$ cat src/rtl/mmio_pkg.sv
`default_nettype none
// ============================================================================
// Module      : mmio_pkg
// Description : Shared types and constants for the memory-mapped UART
//               transmitter: FSM state encoding, default bus addresses and
//               status-word bit positions.
//               Optional feature macro: UART_PARITY_EN (adds PARITY state).
// Revision    : 1.0 - initial release
// ============================================================================
package mmio_pkg;

`ifdef UART_PARITY_EN
    typedef enum logic [2:0] {
        S_IDLE   = 3'd0,
        S_START  = 3'd1,
        S_DATA   = 3'd2,
        S_PARITY = 3'd3,
        S_STOP   = 3'd4
    } uart_state_t;
`else
    typedef enum logic [2:0] {
        S_IDLE  = 3'd0,
        S_START = 3'd1,
        S_DATA  = 3'd2,
        S_STOP  = 3'd4
    } uart_state_t;
`endif

    // Default bus addresses
    localparam logic [31:0] c_default_tx_addr     = 32'hFFFF_FF00;
    localparam logic [31:0] c_default_status_addr = 32'hFFFF_FF04;

    // Status word bit positions
    localparam int c_st_busy    = 0;
    localparam int c_st_full    = 1;
    localparam int c_st_empty   = 2;
    localparam int c_st_ovf     = 3;
    localparam int c_st_cnt_lsb = 4;
    localparam int c_st_cnt_msb = 8;

endpackage
`default_nettype wire

$ cat src/rtl/uart_fifo.sv
`default_nettype none
// ============================================================================
// Module      : uart_fifo
// Description : Synchronous byte FIFO with push, pop, full, empty and count.
//               A push while full is accepted only when a pop happens in the
//               same cycle, so the count stays unchanged in that case.
// Revision    : 1.0 - initial release
// ============================================================================
module uart_fifo #(
    parameter int DEPTH = 8,
    parameter int WIDTH = 8
) (
    input  logic                   clk,
    input  logic                   rst,
    input  logic                   i_push,
    input  logic [WIDTH-1:0]       i_data,
    input  logic                   i_pop,
    output logic [WIDTH-1:0]       o_data,
    output logic                   o_full,
    output logic                   o_empty,
    output logic [$clog2(DEPTH):0] o_count
);
    localparam int               c_aw         = $clog2(DEPTH);
    localparam logic [c_aw:0]    c_full_count = (c_aw + 1)'(DEPTH);
    localparam logic [c_aw:0]    c_cnt_one    = (c_aw + 1)'(1);
    localparam logic [c_aw-1:0]  c_ptr_one    = c_aw'(1);

    logic [WIDTH-1:0] r_mem [DEPTH];
    logic [c_aw-1:0]  r_wr_ptr;
    logic [c_aw-1:0]  r_rd_ptr;
    logic [c_aw:0]    r_count;
    logic             w_do_push;
    logic             w_do_pop;

    assign w_do_pop  = i_pop && (r_count != '0);
    assign w_do_push = i_push && ((r_count != c_full_count) || w_do_pop);

    assign o_data  = r_mem[r_rd_ptr];
    assign o_full  = (r_count == c_full_count);
    assign o_empty = (r_count == '0);
    assign o_count = r_count;

    // Pointer and occupancy tracking; pointers wrap naturally (power-of-two depth)
    always_ff @(posedge clk or posedge rst) begin
        if (rst) begin
            r_wr_ptr <= '0;
            r_rd_ptr <= '0;
            r_count  <= '0;
        end else begin
            if (w_do_push) r_wr_ptr <= r_wr_ptr + c_ptr_one;
            if (w_do_pop)  r_rd_ptr <= r_rd_ptr + c_ptr_one;
            case ({w_do_push, w_do_pop})
                2'b10:   r_count <= r_count + c_cnt_one;
                2'b01:   r_count <= r_count - c_cnt_one;
                default: r_count <= r_count;
            endcase
        end
    end

    // Storage array, written only on an accepted push
    always_ff @(posedge clk) begin
        if (w_do_push) r_mem[r_wr_ptr] <= i_data;
    end

endmodule
`default_nettype wire

$ cat src/rtl/mmio_uart_tx.sv
`default_nettype none
// ============================================================================
// Module      : mmio_uart_tx
// Description : Memory-mapped UART transmitter. Stores to TX_ADDR queue a
//               byte, stores to STATUS_ADDR with bit0 set clear the sticky
//               overflow flag. Bytes are serialized 8N1 (8E1 with parity)
//               on a registered, idle-high tx line.
//               Optional feature macro: UART_PARITY_EN (even parity bit).
// Revision    : 1.0 - initial release
// ============================================================================
module mmio_uart_tx
    import mmio_pkg::*;
#(
    parameter int          CLKS_PER_BIT = 16,
    parameter int          FIFO_DEPTH   = 8,
    parameter logic [31:0] TX_ADDR      = c_default_tx_addr,
    parameter logic [31:0] STATUS_ADDR  = c_default_status_addr
) (
    input  logic        clk,
    input  logic        reset,
    input  logic        memwrite,
    input  logic [31:0] dataadr,
    input  logic [31:0] writedata,
    output logic [31:0] status,
    output logic        tx,
    output logic        busy
);
    localparam int                    c_baud_w    = $clog2(CLKS_PER_BIT);
    localparam logic [c_baud_w-1:0]   c_baud_last = c_baud_w'(CLKS_PER_BIT - 1);
    localparam logic [c_baud_w-1:0]   c_baud_one  = c_baud_w'(1);
    localparam int                    c_cnt_w     = $clog2(FIFO_DEPTH) + 1;

    uart_state_t         r_state;
    logic [c_baud_w-1:0] r_baud;
    logic [2:0]          r_bit_idx;
    logic [7:0]          r_shift;
    logic                r_tx;
    logic                r_ovf;
`ifdef UART_PARITY_EN
    logic                r_parity;
`endif

    logic                w_push;
    logic                w_clr;
    logic                w_pop;
    logic                w_baud_done;
    logic                w_ovf_set;
    logic [7:0]          w_fifo_data;
    logic                w_fifo_full;
    logic                w_fifo_empty;
    logic [c_cnt_w-1:0]  w_fifo_count;
    logic                w_unused_wdata;

    // Address decode of processor stores; loads have no side effects
    assign w_push         = memwrite && (dataadr == TX_ADDR);
    assign w_clr          = memwrite && (dataadr == STATUS_ADDR) && writedata[0];
    assign w_unused_wdata = ^writedata[31:8];

    assign w_baud_done = (r_baud == c_baud_last);

    // Pop from IDLE, or straight out of the last STOP cycle so frames abut
    assign w_pop = !w_fifo_empty &&
                   ((r_state == S_IDLE) || ((r_state == S_STOP) && w_baud_done));

    // A push to a full FIFO is dropped unless a pop frees a slot this cycle
    assign w_ovf_set = w_push && w_fifo_full && !w_pop;

    uart_fifo #(
        .DEPTH (FIFO_DEPTH),
        .WIDTH (8)
    ) u_fifo (
        .clk     (clk),
        .rst     (reset),
        .i_push  (w_push),
        .i_data  (writedata[7:0]),
        .i_pop   (w_pop),
        .o_data  (w_fifo_data),
        .o_full  (w_fifo_full),
        .o_empty (w_fifo_empty),
        .o_count (w_fifo_count)
    );

    // Sticky overflow flag; a set in the same cycle as a clear wins
    always_ff @(posedge clk or posedge reset) begin
        if (reset) begin
            r_ovf <= 1'b0;
        end else if (w_ovf_set) begin
            r_ovf <= 1'b1;
        end else if (w_clr) begin
            r_ovf <= 1'b0;
        end
    end

    // Transmit FSM with baud counter, shift register and registered tx
    always_ff @(posedge clk or posedge reset) begin
        if (reset) begin
            r_state   <= S_IDLE;
            r_baud    <= '0;
            r_bit_idx <= '0;
            r_shift   <= '0;
            r_tx      <= 1'b1;
`ifdef UART_PARITY_EN
            r_parity  <= 1'b0;
`endif
        end else begin
            if (w_pop) begin
                r_shift   <= w_fifo_data;
                r_bit_idx <= '0;
`ifdef UART_PARITY_EN
                r_parity  <= ^w_fifo_data;
`endif
            end
            case (r_state)
                S_IDLE: begin
                    r_baud <= '0;
                    if (w_pop) begin
                        r_state <= S_START;
                        r_tx    <= 1'b0;
                    end else begin
                        r_tx    <= 1'b1;
                    end
                end
                S_START: begin
                    if (w_baud_done) begin
                        r_baud  <= '0;
                        r_state <= S_DATA;
                        r_tx    <= r_shift[0];
                    end else begin
                        r_baud  <= r_baud + c_baud_one;
                    end
                end
                S_DATA: begin
                    if (w_baud_done) begin
                        r_baud <= '0;
                        if (r_bit_idx == 3'd7) begin
`ifdef UART_PARITY_EN
                            r_state <= S_PARITY;
                            r_tx    <= r_parity;
`else
                            r_state <= S_STOP;
                            r_tx    <= 1'b1;
`endif
                        end else begin
                            r_bit_idx <= r_bit_idx + 3'd1;
                            r_shift   <= r_shift >> 1;
                            r_tx      <= r_shift[1];
                        end
                    end else begin
                        r_baud <= r_baud + c_baud_one;
                    end
                end
`ifdef UART_PARITY_EN
                S_PARITY: begin
                    if (w_baud_done) begin
                        r_baud  <= '0;
                        r_state <= S_STOP;
                        r_tx    <= 1'b1;
                    end else begin
                        r_baud  <= r_baud + c_baud_one;
                    end
                end
`endif
                S_STOP: begin
                    if (w_baud_done) begin
                        r_baud <= '0;
                        if (w_pop) begin
                            r_state <= S_START;
                            r_tx    <= 1'b0;
                        end else begin
                            r_state <= S_IDLE;
                            r_tx    <= 1'b1;
                        end
                    end else begin
                        r_baud <= r_baud + c_baud_one;
                    end
                end
                default: begin
                    r_state <= S_IDLE;
                    r_baud  <= '0;
                    r_tx    <= 1'b1;
                end
            endcase
        end
    end

    assign tx   = r_tx;
    assign busy = (r_state != S_IDLE) || !w_fifo_empty;

    // Status word assembled from registered state only
    always_comb begin
        status                            = '0;
        status[c_st_busy]                 = busy;
        status[c_st_full]                 = w_fifo_full;
        status[c_st_empty]                = w_fifo_empty;
        status[c_st_ovf]                  = r_ovf;
        status[c_st_cnt_msb:c_st_cnt_lsb] = 5'(w_fifo_count);
    end

endmodule
`default_nettype wire

$ cat config.mk
export PLATFORM = sky130hd
export DESIGN_NAME = mmio_uart_tx
export DESIGN_NICKNAME = d
export VERILOG_FILES = /design/src/rtl/mmio_pkg.sv /design/src/rtl/uart_fifo.sv /design/src/rtl/mmio_uart_tx.sv
export SDC_FILE = /design/constraint.sdc
export NUM_CORES = 1
export LEC_CHECK = 0
export CORE_MARGIN = 2
export CORE_UTILIZATION = 54
export DETAILED_ROUTE_END_ITERATION = 10
export PLACE_DENSITY = 0.95
export SYNTH_ARGS = -nofsm -noshare
export SYNTH_HDL_FRONTEND = slang
export SYNTH_HIERARCHICAL = 1
export SYNTH_SLANG_ARGS = --single-unit
$ cat constraint.sdc
create_clock -name clk -period 6.1 [get_ports clk]
set_input_delay 0.915 -clock clk [delete_from_list [all_inputs] [get_ports clk]]
set_output_delay 0.915 -clock clk [all_outputs]
set_load 0.02 [all_outputs]
==> impl_metrics.tcl <==
set metrics [dict create \
    endpoint_kind "flip-flop" \
    first_pass_iters 4 \
    synth_warnings 6 \
    wire_per_inst_um 17.2 \
    synthesis.area_um2 4480 \
    yosysMostFrequentCell "edfxtp_1" \
    htree_levels 3 \
    via_count 2534 \
    crit_path_start "dataadr[1]" \
    grt_remaining_overflow 0 \
    post_cts.repair.setup_buffers 0 \
    switching_share 0.226 \
    synth_edf_count 64 \
    max_cap_violations 0 \
    synth_seq_cells 94 \
    skew_ns 0.0111 \
    area_growth_pct 14.9 \
    synth.top_cell.area_share 0.429 \
    hold_ws_ns 0.477 \
    fin_crit_sh 0.668 \
    slew-limit-headroom 0.367 \
    root_buffer "clkbuf_8" \
    rsz0062_at_grt "false" \
    start_util 0.550 \
    endpoint "u_fifo/r_mem[4][7]" \
    power_frac_seq 0.582 \
    clock_latency_ns 0.37 \
    final_cells 461 \
    grt_max_degree 21 \
    routed_wl_mm 7.91 \
    worstHoldPathCells 1 \
    ir_worst_vdd_uv 255 \
    die_area_um2 9030 \
    r2r_end "u_fifo/o_count[3]" \
    ys_seq_area_frac 0.597 \
    gpl.final_weighted_congestion 0.844 \
    combPwrFrac 0.043 \
    cts_tree "built" \
    tns_ns 0 \
    grt_pass1_wl_mm 12.4 \
    drive_gt1_frac 0.129 \
    p_int_w 0.000907 \
    synth_area_leader_cell "edfxtp_1" \
    die_x_um 95.0 \
    worst_pin_slew_ns 0.950 \
    postSynth.asyncResetShare 0.319 \
    grt.total_usage 0.187 \
    ys.flop_type "edfxtp_1" \
    cts_buffers 9 \
    worstReg2RegStart "u_fifo/o_count[1]" \
    ctsHoldBuffers 0 \
    fmax_ghz 0.245 \
    row_count 33 \
    grt_pass1_vias 2505 \
    rrSetupSlack_ns 2.99 \
    fin_crit_ns 4.08 \
    dp_hpwl_mm 5.50 \
    final_nets 426 \
    io_pins 101 \
    finalHoldViolCount 0 \
    die_y_um 95.0 \
    drtIter0Drc 155 \
    cts.clk_slew.worst_paths_ns 0.10 \
    power_w 0.00117 \
    worstHoldPathType "flip-flop to flip-flop" \
    nFillCells 583 \
    startpoint_type "primary input" \
    pwr-share-clk 0.375 \
    avgSynthCellArea_um2 14.8 \
    drc 0 \
    cts_sinks 94 \
    core_area_um2 8130 \
    cp_data_required_time_ns 6.09 \
    synth_common_cells "edfxtp_1 (64), dfrtp_1 (29), buf_4 (28)" \
    placed_cells 445 \
    worstSetupPathType "primary input to flip-flop" \
    cts_resized 0 \
    status "complete, no violations" \
    ant_nets 0 \
    p_per_area_nw_per_um2 228 \
    yosysUniqueCellTypes 50 \
    diodes 0 \
    grt_antenna_before_repair 0 \
    drv_slew 0 \
    synth_cells 303 \
    p_leak_nw 1.95 \
    clockBufferDepth 2 \
    r2r_cells 11 \
    viasPerCell 5.50 \
    finalSetupViolations 0 \
    crit_fanout 8 \
    portBuffers 52 \
    p_sw_w 0.000264 \
    ys_top_cells_by_area "edfxtp_1 (43%), dfrtp_1 (16%), mux4_1 (7.0%)" \
    cp.arrival_ns 4.07 \
]
## stage by stage
| step | instance area, µm² | utilization | setup WS [ns] |
|---|---|---|---|
| 3_3_place_gp | 4930 | 0.606 | 1.76 |
| 6_report | 5140 | 0.632 | 2.02 |
| 2_1_floorplan | 4560 | - | 2.56 |
| 4_1_cts | 5140 | 0.632 | 2.00 |
| 3_5_place_dp | 4930 | 0.606 | 1.61 |
| 5_1_grt | 5140 | 0.632 | 1.79 |
## worst max-delay path: stages
cell             delay [ns]
clkdlybuf4s50_1        0.39
or4b_2                 0.70
nor4_4                 0.29
nand2_1                0.08
nor2_1                 0.50
o21a_1                 0.28
nand2b_1               0.16
nor2_1                 0.73
## cells by family (layout without fill, tap and decap cells)
family                     after synthesis  count (layout)  share of synthesized area
DFF                                     94              94                      0.597
and+or+nand+nor                         77              77                     0.0942
buffers and inverters                   50              80                     0.0766
muxes                                   38              38                      0.144
AOI/OAI and AO/OA                       27              27                     0.0472
adders and majority gates                8               8                     0.0240
xor gates and xnor gates                 8               8                     0.0157
other                                    1              24                   0.000838
## state kept, by name, summed over array words and instances (netlist names), 3 cells and up
| name | flops |
|---|---|
| r_bit_idx | 3 |
| r_state | 3 |
| r_shift | 8 |
| u_fifo/r_rd_ptr | 3 |
| u_fifo/r_wr_ptr | 3 |
| u_fifo/o_count | 4 |
| u_fifo/r_mem | 64 |
| r_baud | 4 |
## how the worst min path moves through the flow
stage	slack [ns]	start	end
after floorplan	0.43	r_baud[0]	r_baud[0]
after global placement	0.45	r_baud[0]	r_baud[0]
after detailed placement	0.46	r_baud[0]	r_baud[0]
after CTS	0.48	r_baud[0]	r_baud[0]
after global routing	0.51	r_baud[0]	r_baud[0]
final	0.48	r_baud[0]	r_baud[0]
## per-layer routing
layer,wire (µm),part of all wire,GRT usage
met1,3130,0.40,0.221
met2,4110,0.52,0.341
met3,568,0.072,0.0419
met4,103,0.013,0.0604
met5,0,0,0
## placed cells by master, fill, tap and decap left out, drive strengths merged, types with 2 or more instances in the layout
| cell | netlist | routed |
|---|---|---|
| nand2 | 14 | 14 |
| edfxtp | 64 | 64 |
| inv | 9 | 13 |
| xnor2 | 5 | 5 |
| nor4 | 2 | 2 |
| xor2 | 3 | 3 |
| clkdlybuf4s50 | 0 | 52 |
| nor3 | 3 | 3 |
| mux2 | 12 | 12 |
| nand2b | 6 | 6 |
| o2bb2ai | 2 | 2 |
| a21oi | 12 | 12 |
| ha | 7 | 7 |
| or2 | 2 | 2 |
| nor2 | 25 | 25 |
| clkinv | 0 | 2 |
| or3 | 3 | 3 |
| or4b | 2 | 2 |
| clkbuf | 3 | 9 |
| conb | 1 | 24 |
| nor3b | 2 | 2 |
| o21ai | 5 | 5 |
| nand3 | 4 | 4 |
| or4 | 2 | 2 |
| buf | 38 | 3 |
| nand3b | 3 | 3 |
| dfrtp | 29 | 29 |
| mux4 | 16 | 16 |
| nand4 | 7 | 7 |
| mux2i | 10 | 10 |
## layout make-up
| type | instances | area [µm²] | area share |
|---|---|---|---|
| repair buffers | 55 | 543 | 0.106 |
| clock buffers | 9 | 124 | 0.0241 |
| well taps | 105 | 131 | 0.0256 |
| inverters | 9 | 33.8 | 0.00657 |
| multi-input cells | 182 | 1550 | 0.301 |
| flip-flops and latches | 94 | 2670 | 0.520 |
| clock inverters | 7 | 90.1 | 0.0175 |
## power by group through the flow
| stage | registers, W | logic [W] | clock network (W) |
|---|---|---|---|
| 2_1_floorplan | 0.000696 | 0.0000290 | 0 |
| 5_1_grt | 0.000682 | 0.0000557 | 0.000477 |
| 4_1_cts | 0.000682 | 0.0000506 | 0.000445 |
| 3_5_place_dp | 0.000696 | 0.0000503 | 0 |
| 3_3_place_gp | 0.000696 | 0.0000491 | 0 |
| 6_report | 0.000682 | 0.0000502 | 0.000439 |
(Power assumes the default switching activity.)
